==> config.mk <==
export PLATFORM = sky130hd
export DESIGN_NAME = tick_prescaler
export DESIGN_NICKNAME = d
export VERILOG_FILES = /design/src/rtl/tick_prescaler_pkg.sv /design/src/rtl/tick_phase_ctr.sv /design/src/rtl/tick_prescaler.sv
export SDC_FILE = /design/constraint.sdc
export NUM_CORES = 1
export LEC_CHECK = 0
export BUFFER_PORTS_ARGS = -buffer_cell sky130_fd_sc_hd__clkbuf_2
export CORE_MARGIN = 2
export CORE_UTILIZATION = 57
export CTS_CLUSTER_DIAMETER = 120
export CTS_CLUSTER_SIZE = 40
export DETAILED_ROUTE_END_ITERATION = 8
export GPL_TIMING_DRIVEN = 0
export PLACE_DENSITY = 0.88
export REMOVE_ABC_BUFFERS = 1
export SETUP_SLACK_MARGIN = 0.15
export SLEW_MARGIN = 20
export SYNTH_ARGS = -nofsm -noshare
export SYNTH_HDL_FRONTEND = slang
export SYNTH_SLANG_ARGS = --single-unit
==> constraint.sdc <==
create_clock -name clk -period 1.9 [get_ports clk]
set_input_delay 0.38 -clock clk [delete_from_list [all_inputs] [get_ports clk]]
set_output_delay 0.38 -clock clk [all_outputs]
set_load 0.01 [all_outputs]
==> src/rtl/tick_prescaler_pkg.sv <==
// Shared types and constants for the tick prescaler slice.
package tick_prescaler_pkg;

    typedef enum logic [1:0] {
        TP_IDLE,
        TP_ARMED,
        TP_RUN
    } tp_state_e;

    localparam int unsigned              TP_STATS_W   = 16;
    localparam logic [TP_STATS_W-1:0]    TP_STATS_MAX = 16'hFFFF;

endpackage

==> src/rtl/tick_phase_ctr.sv <==
// Phase counter for the prescaler: synchronous clear, count enable and a
// compare output that flags phase == limit.
module tick_phase_ctr #(
    parameter int unsigned DIV_W = 8
) (
    input  logic             clk_i,
    input  logic             rst_aL_i,
    input  logic             clr_i,
    input  logic             en_i,
    input  logic [DIV_W-1:0] limit_i,
    output logic             hit_o
);

    logic [DIV_W-1:0] phase_q;

    // Phase register: reset and clear both return to zero, clear beats enable.
    always_ff @(posedge clk_i) begin
        if (!rst_aL_i || clr_i) begin
            phase_q <= '0;
        end else if (en_i) begin
            phase_q <= phase_q + 1'b1;
        end
    end

    assign hit_o = (phase_q == limit_i);

endmodule

==> src/rtl/tick_prescaler.sv <==
// Programmable enable-strobe generator feeding the downstream event counter.
// Optional tick statistics are built when TICK_PRESCALER_STATS_EN is defined.
module tick_prescaler
    import tick_prescaler_pkg::*;
#(
    parameter int unsigned DIV_W = 8
) (
    input  logic             clk,
    input  logic             rst_aL,
    input  logic             cfg_valid,
    output logic             cfg_ready,
    input  logic [DIV_W-1:0] cfg_div,
    input  logic             cfg_oneshot,
    input  logic             start,
    input  logic             stop,
    output logic             tick,
    output logic             busy
`ifdef TICK_PRESCALER_STATS_EN
    ,
    output logic [TP_STATS_W-1:0] tick_total
`endif
);

    tp_state_e        state_q, state_d;
    logic [DIV_W-1:0] div_q, div_d;
    logic             oneshot_q, oneshot_d;
    logic             hit;
    logic             hs;
    logic             in_run;
    logic             phase_clr;

    assign in_run    = (state_q == TP_RUN);
    assign cfg_ready = !in_run;
    assign busy      = in_run;
    assign hs        = cfg_valid && cfg_ready;
    assign tick      = in_run && hit;
    // Phase sits at zero outside RUN and wraps on a tick or a stop, so it
    // never passes div_q and a full-range divide cannot overflow.
    assign phase_clr = !in_run || tick || stop;

    tick_phase_ctr #(
        .DIV_W (DIV_W)
    ) u_phase (
        .clk_i    (clk),
        .rst_aL_i (rst_aL),
        .clr_i    (phase_clr),
        .en_i     (in_run),
        .limit_i  (div_q),
        .hit_o    (hit)
    );

    // State and configuration registers.
    always_ff @(posedge clk) begin
        if (!rst_aL) begin
            state_q   <= TP_IDLE;
            div_q     <= '0;
            oneshot_q <= 1'b0;
        end else begin
            state_q   <= state_d;
            div_q     <= div_d;
            oneshot_q <= oneshot_d;
        end
    end

    // Next-state and config-load logic.
    always_comb begin
        state_d   = state_q;
        div_d     = div_q;
        oneshot_d = oneshot_q;
        unique case (state_q)
            TP_IDLE: begin
                if (hs) begin
                    div_d     = cfg_div;
                    oneshot_d = cfg_oneshot;
                    state_d   = TP_ARMED;
                end
            end
            TP_ARMED: begin
                if (hs) begin
                    div_d     = cfg_div;
                    oneshot_d = cfg_oneshot;
                end
                if (start && !stop) begin
                    state_d = TP_RUN;
                end
            end
            TP_RUN: begin
                if (stop || (tick && oneshot_q)) begin
                    state_d = TP_ARMED;
                end
            end
            default: state_d = TP_IDLE;
        endcase
    end

`ifdef TICK_PRESCALER_STATS_EN
    logic [TP_STATS_W-1:0] total_q;

    // Saturating tick count, cleared by reset and by every accepted config.
    always_ff @(posedge clk) begin
        if (!rst_aL || hs) begin
            total_q <= '0;
        end else if (tick && (total_q != TP_STATS_MAX)) begin
            total_q <= total_q + 1'b1;
        end
    end

    assign tick_total = total_q;
`endif

endmodule

==> load_flow_metrics.sql, run 1 <==
INSERT INTO impl_metrics (metric_group, metric, value, unit) VALUES
('routing', 'route.final.wire_length', '2100', 'µm'),
('worst_setup_path', 'cp_max_fo', '2', ''),
('clock_network', 'cts_tree', 'yes', ''),
('run', 'cap_viol_max_count', '0', ''),
('routing', 'post-route-drc-count', '0', ''),
('finish', 'final_util', '0.775', ''),
('floorplanning', 'core', '1520', 'µm²'),
('floorplanning', 'start_util', '0.608', ''),
('min_path', 'min-delay-path-class', 'in2reg', ''),
('timing', 'fin_tns_setup', '0', 'ns'),
('clock_network', 'root_buffer_cell', 'sky130_fd_sc_hd__clkbuf_4', ''),
('clock_network', 'clock_tree.buffer_depth', '2', ''),
('finish', 'stdcell_count', '148', ''),
('timing', 'max_freq', '542', 'MHz'),
('global_route', 'antenna_violations_before_repair', '0', ''),
('worst_setup_path', 'cp_data_arrival_time', '1.46', 'ns'),
('yosys', 'ys_ff_latch', '19', ''),
('timing', 'setup_viol', '0', ''),
('routing', 'post_drt_via_cell_ratio', '5.69', ''),
('placed_design', 'placed_cells', '136', ''),
('clock_network', 'cts-hold-fix-buffers', '0', ''),
('clock_network', 'cts_inserted_buffers', '3', ''),
('timing', 'final.hold.worst_slack', '0.287', 'ns'),
('run_status', 'outcome', 'finished clean', ''),
('routing', 'wirelength_per_cell', '14.2', 'µm'),
('power', 'p_leak', '0.482', 'nW'),
('worst_setup_path', 'worstSetupPathType', 'reg2out', ''),
('routing', 'drt.antenna.violating_nets', '0', ''),
('finish', 'syn2layout_area_growth', '27.4', '%'),
('finish', 'drive_above_1_share', '0.409', ''),
('placed_design', 'gp_routability_congestion', '0.713', ''),
('timing', 'rsz0062_at_grt', 'yes', ''),
('global_route', 'grt_use_total', '0.250', ''),
('floorplanning', 'die_height', '44.3', 'µm'),
('min_path', 'worst_hold_path.num_cells', '3', ''),
('clock_network', 'clock_latency_late_sink', '0.30', 'ns'),
('routing', 'first_pass_iters', '4', ''),
('floorplanning', 'std_cell_rows', '14', ''),
('yosys', 'synthDistinctLibCells', '28', ''),
('yosys', 'syn_avg_cell_area', '8.58', 'µm²'),
('power', 'vdd_ir_drop_max', '0.482', 'mV'),
('worst_setup_path', 'r2r_end', 'u_phase.phase_q[3]', ''),
('timing', 'timing.final.crit_share', '0.971', ''),
('finish', 'fin_nets', '148', ''),
('floorplanning', 'dieArea', '1970', 'µm²'),
('timing', 'max_slew_margin', '0.728', ''),
('worst_setup_path', 'worstSetupStartpointType', 'flip-flop', ''),
('yosys', 'postSynthCellCount', '108', ''),
('global_route', 'grt_pass1_wl', '3550', 'µm'),
('routing', 'routed-via-count', '842', ''),
('min_path', 'worst_hold_path.endpoint', 'div_q[0]', ''),
('yosys', 'mappedNetlistArea', '927', 'µm²'),
('floorplanning', 'design.portCount', '17', ''),
('yosys', 'synth_largest_type_area_fraction', '0.410', ''),
('clock_network', 'cts_max_level', '1', ''),
('global_route', 'first_global_vias', '846', ''),
('global_route', 'overflow', '0', ''),
('yosys', 'synth.largest_area_cell', 'sky130_fd_sc_hd__dfxtp_1', ''),
('power', 'p_per_area', '618', 'nW/µm²'),
('worst_setup_path', 'timing.critical_path.required', '1.52', 'ns'),
('timing', 'finalCriticalPeriod', '1.84', 'ns'),
('finish', 'insertedDiodeCount', '0', ''),
('yosys', 'ys_seq_area_frac', '0.410', ''),
('global_route', 'grt_start_max_net_pins', '13', ''),
('worst_setup_path', 'worst-r2r-cell-count', '5', ''),
('placed_design', 'dp_hpwl', '1250', 'µm'),
('yosys', 'synth.top_cells.by_area', 'sky130_fd_sc_hd__dfxtp_1, sky130_fd_sc_hd__nand2_1, sky130_fd_sc_hd__xnor2_1', ''),
('routing', 'drt-initial-drc-count', '18', ''),
('placed_design', 'port-buffer-count', '16', ''),
('clock_network', 'clkTransAtPathRegs', '0.11', 'ns'),
('timing', 'tightest_slew', '0.407', 'ns');
-- cells in the mapped netlist --
library cell	count
sky130_fd_sc_hd__nand2_1	24
sky130_fd_sc_hd__dfxtp_1	19
sky130_fd_sc_hd__xnor2_1	10
sky130_fd_sc_hd__a21boi_0	9
sky130_fd_sc_hd__nor2_1	9
sky130_fd_sc_hd__nand4_1	5
sky130_fd_sc_hd__xor2_1	4
sky130_fd_sc_hd__clkbuf_1	3
sky130_fd_sc_hd__nand2b_1	3
sky130_fd_sc_hd__inv_1	2
sky130_fd_sc_hd__nor3_1	2
sky130_fd_sc_hd__o211a_1	2
sky130_fd_sc_hd__a21oi_1	1
sky130_fd_sc_hd__a22oi_1	1
sky130_fd_sc_hd__and2b_1	1
sky130_fd_sc_hd__and3_1	1
sky130_fd_sc_hd__buf_6	1
sky130_fd_sc_hd__ha_1	1
sky130_fd_sc_hd__nand3_1	1
sky130_fd_sc_hd__nand3b_1	1
sky130_fd_sc_hd__nor2_2	1
sky130_fd_sc_hd__nor2b_1	1
sky130_fd_sc_hd__nor4_4	1
sky130_fd_sc_hd__o211ai_2	1
sky130_fd_sc_hd__o21ai_0	1
sky130_fd_sc_hd__o22ai_1	1
sky130_fd_sc_hd__or2_0	1
sky130_fd_sc_hd__or2b_1	1
-- layout by cell type, fill, tap and decap left out, types with 2 or more instances in the layout --
cell                       Yosys  final
sky130_fd_sc_hd__nor3_1        2      2
sky130_fd_sc_hd__nand2b_1      3      2
sky130_fd_sc_hd__xnor2_2       0      7
sky130_fd_sc_hd__dfxtp_4       0      5
sky130_fd_sc_hd__o211a_1       2      2
sky130_fd_sc_hd__nand2_1      24     24
sky130_fd_sc_hd__clkbuf_4      0      3
sky130_fd_sc_hd__nand4_1       5      5
sky130_fd_sc_hd__inv_1         2      2
sky130_fd_sc_hd__dfxtp_2       0     10
sky130_fd_sc_hd__xor2_1        4      4
sky130_fd_sc_hd__nor2_1        9      9
sky130_fd_sc_hd__xnor2_1      10      3
sky130_fd_sc_hd__a21boi_0      9      9
sky130_fd_sc_hd__buf_4         0      8
sky130_fd_sc_hd__clkbuf_2      0     15
sky130_fd_sc_hd__dfxtp_1      19      4
-- per-stage QoR --
step	power [W]	setup slack (ns)	cell area [µm²]
floorplan	0.000481	0.446	905
global placement	0.000505	0.286	1000
detailed placement	0.000510	0.254	1000
CTS	0.000723	0.109	1150
global route	0.000760	-0.0376	1180
finish	0.000729	0.0557	1180
-- layer usage --
metal | routed length, µm | share of wire
met1 | 906 | 0.43
met2 | 994 | 0.47
met3 | 120 | 0.057
met4 | 82 | 0.039
met5 | 0 | 0
-- critical path, cell delays in order (launching register included) --
cell and delay (ns):
sky130_fd_sc_hd__dfxtp_2 0.36, sky130_fd_sc_hd__xnor2_2 0.18, sky130_fd_sc_hd__nand4_1 0.15, sky130_fd_sc_hd__or2_1 0.25, sky130_fd_sc_hd__nor2_1 0.09, sky130_fd_sc_hd__buf_2 0.13
-- where the power goes --
| part | leakage (nW) | internal, W | switching [W] |
|---|---|---|---|
| clock network | 0.0139 | 0.0000801 | 0.000128 |
| logic | 0.305 | 0.0000540 | 0.0000448 |
| registers | 0.163 | 0.000407 | 0.0000152 |
| total | 0.482 | 0.000541 | 0.000188 |
-- logic make-up after synthesis --
| group | Yosys count | synth area share |
|---|---|---|
| AOI/OAI and AO/OA | 16 | 0.134 |
| xor gates and xnor gates | 14 | 0.132 |
| adders and majority gates | 1 | 0.0135 |
| buffers and inverters | 6 | 0.0324 |
| DFF | 19 | 0.410 |
| and+or+nand+nor | 52 | 0.278 |
-- how the worst max path moves through the flow --
stage | startpoint | end | slack, ns | depth (start not counted)
after global placement | u_phase.phase_q[4] | tick | 0.29 | 5
after detailed placement | u_phase.phase_q[3] | tick | 0.25 | 5
final | div_q[7] | tick | 0.06 | 5
after CTS | div_q[3] | tick | 0.11 | 5
after floorplan | u_phase.phase_q[2] | tick | 0.45 | 4
after global routing | div_q[7] | tick | -0.04 | 5
-- registers in the layout, summed over array words and instances, names as in the netlist --
| register | count |
|---|---|
| oneshot_q | 1 |
| div_q | 8 |
| state_q | 2 |
| u_phase.phase_q | 8 |
-- final cells by class --
type	count	area, µm²	share of cell area
clock buffer	3	22.5	0.0191
clock inverter	1	7.51	0.00636
inverter	2	7.51	0.00636
multi-input combinational	83	572	0.484
sequential	19	412	0.349
tap	16	20.0	0.0169
timing repair buffer	24	140	0.119
-- what timing repair did --
action | CTS | global route
hold endpoints to repair | 0 | 0
setup buffers | 8 | 0
gates cloned | 0 | 0
endpoints found under the setup margin | 2 | 2
gates resized for setup | 20 | 10
pin swaps | 6 | 4
Note: power is estimated with default switching activity, not from simulation.
==> run 2, diff against run 1 <==
--- a/config.mk
+++ b/config.mk
@@ -11,7 +11,6 @@
 export CTS_CLUSTER_DIAMETER = 120
 export CTS_CLUSTER_SIZE = 40
 export DETAILED_ROUTE_END_ITERATION = 8
-export GPL_TIMING_DRIVEN = 0
 export PLACE_DENSITY = 0.88
 export REMOVE_ABC_BUFFERS = 1
 export SETUP_SLACK_MARGIN = 0.15
==> run 2 against run 1 <==
Cell count is 1.4% higher. Critical path type unchanged. Flip-flop and latch count did not move. Largest power group unchanged. Count of clock-buffer cells in the layout unchanged. Critical endpoint unchanged. Via count is 2.3% lower.
==> load_flow_metrics.sql, run 2 (synthesized netlist as in run 1, its figures left out) <==
INSERT INTO impl_metrics (metric_group, metric, value, unit) VALUES
('placed_design', 'dp_hpwl', '1320', 'µm'),
('timing', 'rsz0062_at_grt', 'yes', ''),
('worst_setup_path', 'worstSetupPathType', 'reg2out', ''),
('routing', 'first_pass_iters', '4', ''),
('clock_network', 'clkSinkCount', '19', ''),
('worst_setup_path', 'worst-r2r-cell-count', '5', ''),
('global_route', 'antenna_violations_before_repair', '0', ''),
('floorplanning', 'std_cell_rows', '14', ''),
('worst_setup_path', 'crit-reg2reg-launch', 'u_phase.phase_q[0]', ''),
('global_route', 'grt_use_total', '0.241', ''),
('power', 'p_sw', '0.000181', 'W'),
('routing', 'drt-initial-drc-count', '10', ''),
('clock_network', 'cts_max_level', '1', ''),
('timing', 'final.hold.worst_slack', '0.294', 'ns'),
('placed_design', 'placed_cells', '136', ''),
('routing', 'routed-via-count', '823', ''),
('clock_network', 'clock_tree.buffer_depth', '2', ''),
('timing', 'finalClockSkew', '0.0111', 'ns'),
('finish', 'drive_above_1_share', '0.418', ''),
('timing', 'max_slew_margin', '0.730', ''),
('min_path', 'min-delay-path-class', 'in2reg', ''),
('finish', 'n_fill_cell', '102', ''),
('finish', 'final_util', '0.775', ''),
('power', 'clockPowerShare', '0.280', ''),
('routing', 'wirelength_per_cell', '13.2', 'µm'),
('clock_network', 'clkTransAtPathRegs', '0.11', 'ns'),
('power', 'p_per_area', '609', 'nW/µm²'),
('finish', 'layout_common_cells', 'sky130_fd_sc_hd__nand2_1, sky130_fd_sc_hd__clkbuf_2, sky130_fd_sc_hd__dfxtp_2', ''),
('floorplanning', 'core', '1520', 'µm²'),
('min_path', 'holdCritStartpoint', 'cfg_div[2]', ''),
('finish', 'insertedDiodeCount', '0', ''),
('min_path', 'worst_hold_path.num_cells', '3', ''),
('power', 'vdd_ir_drop_max', '0.425', 'mV'),
('routing', 'drt.antenna.violating_nets', '0', ''),
('timing', 'tightest_slew', '0.404', 'ns'),
('finish', 'stdcell_area', '1180', 'µm²'),
('floorplanning', 'die_height', '44.3', 'µm'),
('worst_setup_path', 'timing.reg2reg.setup_slack', '0.49', 'ns'),
('min_path', 'worst_hold_path.endpoint', 'div_q[2]', ''),
('run_status', 'outcome', 'finished clean', ''),
('placed_design', 'place_area', '1000', 'µm²'),
('timing', 'timing.final.crit_share', '0.939', ''),
('finish', 'reg.largest.list', 'div_q: 8 flops, u_phase.phase_q: 8 flops, state_q: 2 flops', ''),
('clock_network', 'clock_latency_late_sink', '0.29', 'ns'),
('worst_setup_path', 'worstSetupStartpointType', 'flip-flop', ''),
('floorplanning', 'start_util', '0.608', ''),
('timing', 'finalCriticalPeriod', '1.78', 'ns'),
('finish', 'syn2layout_area_growth', '27.4', '%'),
('power', 'pwr-share-seq', '0.588', ''),
('global_route', 'first_global_vias', '780', ''),
('worst_setup_path', 'cp_data_arrival_time', '1.40', 'ns'),
('global_route', 'overflow', '0', ''),
('worst_setup_path', 'cp_max_fo', '2', ''),
('run', 'cap_viol_max_count', '0', ''),
('worst_setup_path', 'r2r_end', 'u_phase.phase_q[2]', ''),
('power', 'p_leak', '0.493', 'nW'),
('clock_network', 'cts-hold-fix-buffers', '0', ''),
('worst_setup_path', 'timing.critical_path.required', '1.52', 'ns'),
('power', 'power.switching_fraction', '0.251', ''),
('timing', 'setup_viol', '0', ''),
('floorplanning', 'die_width', '44.3', 'µm'),
('finish', 'most_common_library_cell_in_the_layout_ignoring_fill_and_taps', 'sky130_fd_sc_hd__nand2_1', ''),
('placed_design', 'gp_routability_congestion', '0.797', ''),
('placed_design', 'port-buffer-count', '16', ''),
('clock_network', 'root_buffer_cell', 'sky130_fd_sc_hd__clkbuf_4', ''),
('timing', 'max_slew_vio_count', '0', ''),
('routing', 'post-route-drc-count', '0', ''),
('global_route', 'grt_pass1_wl', '3420', 'µm'),
('power', 'p_int', '0.000538', 'W'),
('floorplanning', 'design.portCount', '17', ''),
('worst_setup_path', 'crit_end_category', 'output pin', ''),
('global_route', 'grt_start_max_net_pins', '13', ''),
('finish', 'fin_nets', '150', ''),
('timing', 'timing.final.hold_violations', '0', ''),
('timing', 'fin_tns_setup', '0', 'ns'),
('timing', 'max_freq', '561', 'MHz'),
('clock_network', 'cts_tree', 'yes', ''),
('power', 'share_comb_of_total_power', '0.133', ''),
('routing', 'post_drt_via_cell_ratio', '5.49', ''),
('clock_network', 'cts_inserted_buffers', '3', ''),
('finish', 'stdcell_count', '150', ''),
('routing', 'route.final.wire_length', '1980', 'µm'),
('floorplanning', 'dieArea', '1970', 'µm²');
-- run 2: cell count changes in the layout (fill, tap and decap cells not counted) --
| cell | previous run | this run |
|---|---|---|
| sky130_fd_sc_hd__xnor2_1 | 3 | 5 |
| sky130_fd_sc_hd__buf_2 | 1 | 0 |
| sky130_fd_sc_hd__clkinvlp_4 | 1 | 0 |
| sky130_fd_sc_hd__dfxtp_2 | 10 | 12 |
| sky130_fd_sc_hd__buf_4 | 8 | 10 |
| sky130_fd_sc_hd__clkbuf_2 | 15 | 16 |
| sky130_fd_sc_hd__clkinv_2 | 0 | 1 |
| sky130_fd_sc_hd__dfxtp_1 | 4 | 2 |
| sky130_fd_sc_hd__xnor2_2 | 7 | 5 |
-- run 2: through the flow --
stage / setup slack, ns / power, W
2_1_floorplan: 0.446 / 0.000481
3_3_place_gp: 0.313 / 0.000506
3_5_place_dp: 0.285 / 0.000510
4_1_cts: 0.129 / 0.000719
5_1_grt: -0.00660 / 0.000749
6_report: 0.116 / 0.000719
-- run 2: how the worst max path moves through the flow --
| stage | endpoint | depth (start not counted) | slack (ns) | start |
|---|---|---|---|---|
| floorplan | tick | 4 | 0.45 | u_phase.phase_q[2] |
| global placement | tick | 5 | 0.31 | u_phase.phase_q[0] |
| detailed placement | tick | 5 | 0.29 | u_phase.phase_q[0] |
| CTS | tick | 5 | 0.13 | u_phase.phase_q[7] |
| global route | tick | 5 | -0.007 | u_phase.phase_q[0] |
| finish | tick | 5 | 0.12 | u_phase.phase_q[7] |
-- run 2: final cells by class --
cell class / count / area (µm²) / share of cell area
Timing Repair Buffer: 26 / 155 / 0.131
Tap cell: 16 / 20.0 / 0.0169
Sequential cell: 19 / 414 / 0.351
Clock buffer: 3 / 22.5 / 0.0191
Multi-Input combinational cell: 83 / 557 / 0.471
Clock inverter: 1 / 5.00 / 0.00424
Inverter: 2 / 7.51 / 0.00636
-- run 2: repair_timing --
item,4_1_cts,5_1_grt
setup endpoints to repair,2,2
resized for setup,27,2
buffers inserted,10,0
gates cloned,0,0
pin swaps,5,1
-- run 2: worst max-delay path, stage by stage, from the launching register on --
cell                       delay (ns)
sky130_fd_sc_hd__dfxtp_2         0.34
sky130_fd_sc_hd__xnor2_1         0.16
sky130_fd_sc_hd__nand4_1         0.13
sky130_fd_sc_hd__or2_1           0.26
sky130_fd_sc_hd__nor2_1          0.09
sky130_fd_sc_hd__clkbuf_2        0.14
-- run 2: per-layer routing --
layer | wire, µm | GRT usage | vias to the layer above | share of wire
li1 | - | - | 418 | -
met1 | 902 | 0.325 | 372 | 0.46
met2 | 967 | 0.391 | 31 | 0.49
met3 | 95 | 0.0286 | 2 | 0.048
met4 | 15 | 0.103 | 0 | 0.0076
met5 | 0 | 0 | - | 0
-- run 2: power by group through the flow --
stage | clock network, W | logic [W] | registers [W]
after floorplan | 0 | 0.0000505 | 0.000430
after global placement | 0 | 0.0000733 | 0.000433
after detailed placement | 0 | 0.0000761 | 0.000434
after CTS | 0.000203 | 0.0000936 | 0.000422
after global routing | 0.000218 | 0.000106 | 0.000424
final | 0.000201 | 0.0000954 | 0.000423
